[config.mk]
export PLATFORM = sky130hd
export DESIGN_NAME = post_add_out_stage
export DESIGN_NICKNAME = d
export VERILOG_FILES = /design/src/rtl/post_add_out_stage.sv
export SDC_FILE = /design/constraint.sdc
export NUM_CORES = 1
export LEC_CHECK = 0
export BUFFER_PORTS_ARGS = -buffer_cell sky130_fd_sc_hd__buf_2
export CAP_MARGIN = 20
export CORE_ASPECT_RATIO = 1.25
export CORE_MARGIN = 8
export CORE_UTILIZATION = 39
export DETAILED_ROUTE_END_ITERATION = 10
export MAX_ROUTING_LAYER = met4
export PLACE_DENSITY = 0.81
export SYNTH_ARGS = -nofsm -noshare
export SYNTH_HDL_FRONTEND = slang
export SYNTH_SLANG_ARGS = --single-unit
[constraint.sdc]
create_clock -name CLK -period 1.5 [get_ports CLK]
set_input_delay 0.225 -clock CLK [delete_from_list [all_inputs] [get_ports CLK]]
set_output_delay 0.225 -clock CLK [all_outputs]
set_load 0.02 [all_outputs]
[src/rtl/post_add_out_stage.sv]
// Output stage after the 48-bit post adder: optional P/carry pipeline registers,
// cascade and fabric copies, accumulator feedback, and zero/sticky-carry/count status.
module post_add_out_stage #(
   parameter int unsigned PREG        = 1,
   parameter int unsigned CARRYOUTREG = 1,
   parameter int unsigned CNTW        = 16
) (
   input  logic            CLK,
   input  logic            RSTP,
   input  logic            CEP,
   input  logic [47:0]     RESULT,
   input  logic            COUT,
   input  logic            VALID_IN,
   input  logic            CLR,
   output logic [47:0]     P,
   output logic [47:0]     PCOUT,
   output logic [47:0]     P_FB,
   output logic            CARRYOUT,
   output logic            CARRYOUTF,
   output logic            ZERO,
   output logic            VALID_OUT,
   output logic            STICKY_CY,
   output logic [CNTW-1:0] ACC_CNT
);

   localparam int unsigned      DW      = 48;
   localparam logic [CNTW-1:0]  CNT_MAX = {CNTW{1'b1}};

   logic [DW-1:0]   r_p;
   logic            r_cy;
   logic            r_zero;
   logic            r_valid;
   logic            r_sticky;
   logic [CNTW-1:0] r_cnt;

   logic            w_res_zero;
   logic            w_sticky_next;
   logic [CNTW-1:0] w_cnt_base;
   logic [CNTW-1:0] w_cnt_next;

   assign w_res_zero = (RESULT == '0);

   // Status next-state: a valid carry sets the sticky flag even on a clear cycle.
   always_comb begin
      w_sticky_next = (CLR ? 1'b0 : r_sticky) | (VALID_IN & COUT);
      w_cnt_base    = CLR ? '0 : r_cnt;
      w_cnt_next    = w_cnt_base;
      if (VALID_IN && (w_cnt_base != CNT_MAX)) begin
         w_cnt_next = w_cnt_base + CNTW'(1);
      end
   end

   always_ff @(posedge CLK) begin
      if (RSTP) begin
         r_p      <= '0;
         r_cy     <= 1'b0;
         r_zero   <= 1'b0;
         r_valid  <= 1'b0;
         r_sticky <= 1'b0;
         r_cnt    <= '0;
      end else if (CEP) begin
         r_p      <= RESULT;
         r_cy     <= COUT;
         r_zero   <= w_res_zero;
         r_valid  <= VALID_IN;
         r_sticky <= w_sticky_next;
         r_cnt    <= w_cnt_next;
      end
   end

   // Feedback always comes from the register so the accumulate loop stays broken.
   assign P_FB      = r_p;
   assign P         = (PREG != 0) ? r_p     : RESULT;
   assign PCOUT     = P;
   assign ZERO      = (PREG != 0) ? r_zero  : w_res_zero;
   assign VALID_OUT = (PREG != 0) ? r_valid : VALID_IN;
   assign CARRYOUT  = (CARRYOUTREG != 0) ? r_cy : COUT;
   assign CARRYOUTF = CARRYOUT;
   assign STICKY_CY = r_sticky;
   assign ACC_CNT   = r_cnt;

endmodule
==> flow_summary.html <==
<table>
<tr><th>Metric</th><th>Value</th></tr>
<tr><th colspan="2">Synthesis</th></tr>
<tr><td>Share of the synthesized area in the top cell type</td><td>37.5%</td></tr>
<tr><td>Main area contributors after synthesis</td><td>sky130_fd_sc_hd__dfxtp_1, sky130_fd_sc_hd__buf_4, sky130_fd_sc_hd__mux2i_1</td></tr>
<tr><td>Yosys warnings</td><td>0</td></tr>
<tr><td>Share of synthesized registers carrying an async set or reset</td><td>0%</td></tr>
<tr><td>Number of synthesized flops with an enable pin</td><td>0</td></tr>
<tr><td>Post-synth top flop</td><td>sky130_fd_sc_hd__dfxtp_1</td></tr>
<tr><td>Mapped Nets</td><td>456</td></tr>
<tr><td>Syn Area/Cell</td><td>9.04 um2</td></tr>
<tr><td>Yosys cell types</td><td>40</td></tr>
<tr><td>Largest area contributor in the synthesized netlist</td><td>sky130_fd_sc_hd__dfxtp_1</td></tr>
<tr><td>List of most frequent post-synthesis cells</td><td>sky130_fd_sc_hd__buf_4, sky130_fd_sc_hd__dfxtp_1, sky130_fd_sc_hd__nor2_1</td></tr>
<tr><td>Portion of the post-synthesis area used by sequential elements</td><td>37.5%</td></tr>
<tr><td>Cell with the most instances after synthesis</td><td>sky130_fd_sc_hd__buf_4</td></tr>
<tr><td>Synth Instances</td><td>402</td></tr>
<tr><td>Syn Std Cell Area</td><td>3630 um2</td></tr>
<tr><td>Count of state elements after synthesis</td><td>68</td></tr>
<tr><th colspan="2">Global routing</th></tr>
<tr><td>Number of global-route vias before repair</td><td>3333</td></tr>
<tr><td>Pin count of the biggest net entering global routing</td><td>23</td></tr>
<tr><td>Wire length of the first global-routing pass</td><td>16.4 mm</td></tr>
<tr><td>Initial antenna violation count</td><td>0</td></tr>
<tr><td>Overall fraction of global-route tracks in use</td><td>16.9%</td></tr>
<tr><td>Congestion Overflow GR</td><td>0</td></tr>
<tr><th colspan="2">Floorplan</th></tr>
<tr><td>Floorplan die height</td><td>124 um</td></tr>
<tr><td>Initial standard-cell utilization of the core</td><td>39.8%</td></tr>
<tr><td>IO Pins</td><td>219</td></tr>
<tr><td>Core region area</td><td>9130 um2</td></tr>
<tr><td>Die footprint</td><td>12700 um2</td></tr>
<tr><td>Die outline width</td><td>102 um</td></tr>
<tr><td>Number of placement rows</td><td>39</td></tr>
<tr><th colspan="2">Place</th></tr>
<tr><td>Number of I/O port buffers</td><td>218</td></tr>
<tr><td>Placed cell count</td><td>669</td></tr>
<tr><td>Hpwl dp</td><td>8.99 mm</td></tr>
<tr><td>Placer's final routability congestion estimate</td><td>0.875</td></tr>
<tr><td>Post-Place Cell Area</td><td>4490 um2</td></tr>
<tr><th colspan="2">Final layout</th></tr>
<tr><td>Post-layout nets</td><td>616</td></tr>
<tr><td>Final Non-Filler Cells</td><td>690</td></tr>
<tr><td># diodes</td><td>0</td></tr>
<tr><td>Post-route cell area</td><td>4890 um2</td></tr>
<tr><td>Final cell utilization of the core</td><td>53.6%</td></tr>
<tr><td>Synthesis-to-finish area growth</td><td>34.5%</td></tr>
<tr><td>Proportion of layout cells with a drive suffix above 1</td><td>57.1%</td></tr>
<tr><th colspan="2">Clock tree</th></tr>
<tr><td>Number of clock sinks</td><td>68</td></tr>
<tr><td>CTS max path bufs</td><td>2</td></tr>
<tr><td>Total CTS buffers</td><td>9</td></tr>
<tr><td>Level count of the clock H-tree</td><td>3</td></tr>
<tr><td>Clock tree from TritonCTS</td><td>yes</td></tr>
<tr><td>Number of hold buffers added after CTS</td><td>0</td></tr>
<tr><td>Clock input transition at the sequential cells of the worst setup and hold paths</td><td>0.06 ns</td></tr>
<tr><td>Latest clock arrival within the worst-skew pair</td><td>0.32 ns</td></tr>
<tr><td>Cell chosen for the clock root</td><td>sky130_fd_sc_hd__clkbuf_16</td></tr>
<tr><th colspan="2">Critical path</th></tr>
<tr><td>Worst r2r src</td><td>ACC_CNT[8]</td></tr>
<tr><td>Critical path arrival</td><td>1.79 ns</td></tr>
<tr><td>Destination of the worst register-to-register timing path</td><td>ACC_CNT[11]</td></tr>
<tr><td>Required time of the critical path</td><td>1.71 ns</td></tr>
<tr><td>Critical Path Start Type</td><td>flop</td></tr>
<tr><td>R2r setup slk</td><td>-0.08 ns</td></tr>
<tr><td>Crit Path Class</td><td>reg2reg</td></tr>
<tr><td>R2r worst-path depth</td><td>4</td></tr>
<tr><td>Maximum fanout encountered on the critical timing path</td><td>5</td></tr>
<tr><td>Kind of end point of the critical path</td><td>flop</td></tr>
<tr><th colspan="2">STA</th></tr>
<tr><td>Rel. slew slack</td><td>70.4%</td></tr>
<tr><td>Final total negative setup slack</td><td>-0.192 ns</td></tr>
<tr><td>Final min period</td><td>1.58 ns</td></tr>
<tr><td>Hold violation count in the final report</td><td>0</td></tr>
<tr><td>Worst-margin pin slew</td><td>0.445 ns</td></tr>
<tr><td>Max Transition Viols Final</td><td>0</td></tr>
<tr><td>Ratio of final minimum period to clock period</td><td>105%</td></tr>
<tr><td>Maximum clock frequency</td><td>0.632 GHz</td></tr>
<tr><td>Setup skew after layout</td><td>0.00339 ns</td></tr>
<tr><td>Count of final setup violators</td><td>5</td></tr>
<tr><td>Setup slack of the critical path after layout</td><td>-0.0814 ns</td></tr>
<tr><td>Setup repair after global routing missed its margin</td><td>true</td></tr>
<tr><th colspan="2">Power</th></tr>
<tr><td>Standby leakage power</td><td>2.70 nW</td></tr>
<tr><td>Cell Pwr Density</td><td>1020 nW/um2</td></tr>
<tr><td>Highest ir drop seen on vdd</td><td>0.524 mV</td></tr>
<tr><th colspan="2">Detailed routing</th></tr>
<tr><td>Detailed-route vias per instance</td><td>4.74</td></tr>
<tr><td>First-pass DRT Iterations</td><td>4</td></tr>
<tr><td>Final wirelength</td><td>11.2 mm</td></tr>
<tr><td>ANT nets after route</td><td>0</td></tr>
<tr><td>Wire length per cell</td><td>16.2 um</td></tr>
<tr><td>Total number of vias</td><td>3271</td></tr>
<tr><td>Initial detailed-routing violation count</td><td>110</td></tr>
<tr><td>Number of remaining DRC errors</td><td>0</td></tr>
<tr><th colspan="2">Status</th></tr>
<tr><td>Result of the run</td><td>finished with violations</td></tr>
<tr><td>Violated checks</td><td>negative setup slack</td></tr>
<tr><th colspan="2">Worst hold path</th></tr>
<tr><td>Capture endpoint of the worst hold path</td><td>P[0]</td></tr>
<tr><td>Hold crit path type</td><td>in2reg</td></tr>
<tr><td>Cell count of the worst hold path</td><td>3</td></tr>
<tr><td>Beginning of the worst hold path</td><td>RESULT[0]</td></tr>
<tr><th colspan="2">Run</th></tr>
<tr><td>Max-capacitance violation count</td><td>0</td></tr>
</table>
[per-stage QoR]
stage | setup slack [ns] | hold slack (ns) | power [W]
after floorplan | -0.147 | 0.372 | 0.00270
after global placement | -0.257 | 0.466 | 0.00290
after detailed placement | -0.261 | 0.477 | 0.00292
after CTS | -0.0831 | 0.142 | 0.00504
after global routing | -0.111 | 0.157 | 0.00520
final | -0.0814 | 0.154 | 0.00500
[kinds of logic after synthesis]
kind of cell | Yosys count | synth area share [%]
mux | 60 | 16.8
buf+inv | 120 | 22.9
compound gates | 29 | 5.20
flops | 68 | 37.5
simple gates | 125 | 17.7
[flip-flops by register name, indices dropped and copies added, names as in the netlist]
name and count:
ACC_CNT 16, CARRYOUT 1, P 48, STICKY_CY 1
VALID_OUT 1, ZERO 1
[timing repair]
item | 4_1_cts | 5_1_grt
pin swaps | 3 | 8
resized for setup | 8 | 6
setup endpoints to repair | 6 | 12
gates cloned | 0 | 0
setup buffers | 3 | 3
[power by group]
part,switching (W),internal (W)
clock network,0.000834,0.00130
registers,0.0000773,0.00188
logic,0.000582,0.000337
total,0.00149,0.00351
[worst max-delay path: stages (launching register included)]
cell                       delay (ns)
sky130_fd_sc_hd__dfxtp_4         0.37
sky130_fd_sc_hd__nand3b_4        0.09
sky130_fd_sc_hd__or4_4           0.59
sky130_fd_sc_hd__nand4_1         0.12
sky130_fd_sc_hd__mux2_4          0.30
[how the worst max path moves through the flow]
stage                     start           to  slack, ns  depth (start not counted)
global route        ACC_CNT[12]  ACC_CNT[14]      -0.11                          6
CTS                  ACC_CNT[8]  ACC_CNT[11]      -0.08                          4
finish               ACC_CNT[8]  ACC_CNT[11]      -0.08                          4
floorplan                   CLR  ACC_CNT[11]      -0.15                          6
detailed placement    RESULT[7]         ZERO      -0.26                          5
global placement      RESULT[7]         ZERO      -0.26                          5
[layer usage]
layer	track usage [%]	up-vias	share of wire, %
met4	5.52	0	1.4
met2	30.5	127	52
met1	18.1	1540	41
met5	-	-	0
li1	-	1593	-
met3	3.41	11	5.8
[final cells by class]
cell class	count	area, um2
multi-input cells	214	1530
clock inverters	7	75.1
well taps	123	154
fillers	821	4240
inverters	2	7.51
clock buffers	9	225
repair buffers	267	1490
flip-flops and latches	68	1400
[cell usage in the layout (no fill, tap or decap), drive strengths merged, types with 6 or more instances in the layout]
cell | Yosys | routed
nand2 | 16 | 16
nor2 | 59 | 59
nand3 | 7 | 7
mux2 | 7 | 7
nand4 | 6 | 6
dfxtp | 68 | 68
nor4 | 11 | 11
buf | 107 | 267
clkbuf | 11 | 9
a21oi | 16 | 16
mux2i | 53 | 53
No activity file was read; power rests on OpenSTA's default activity.
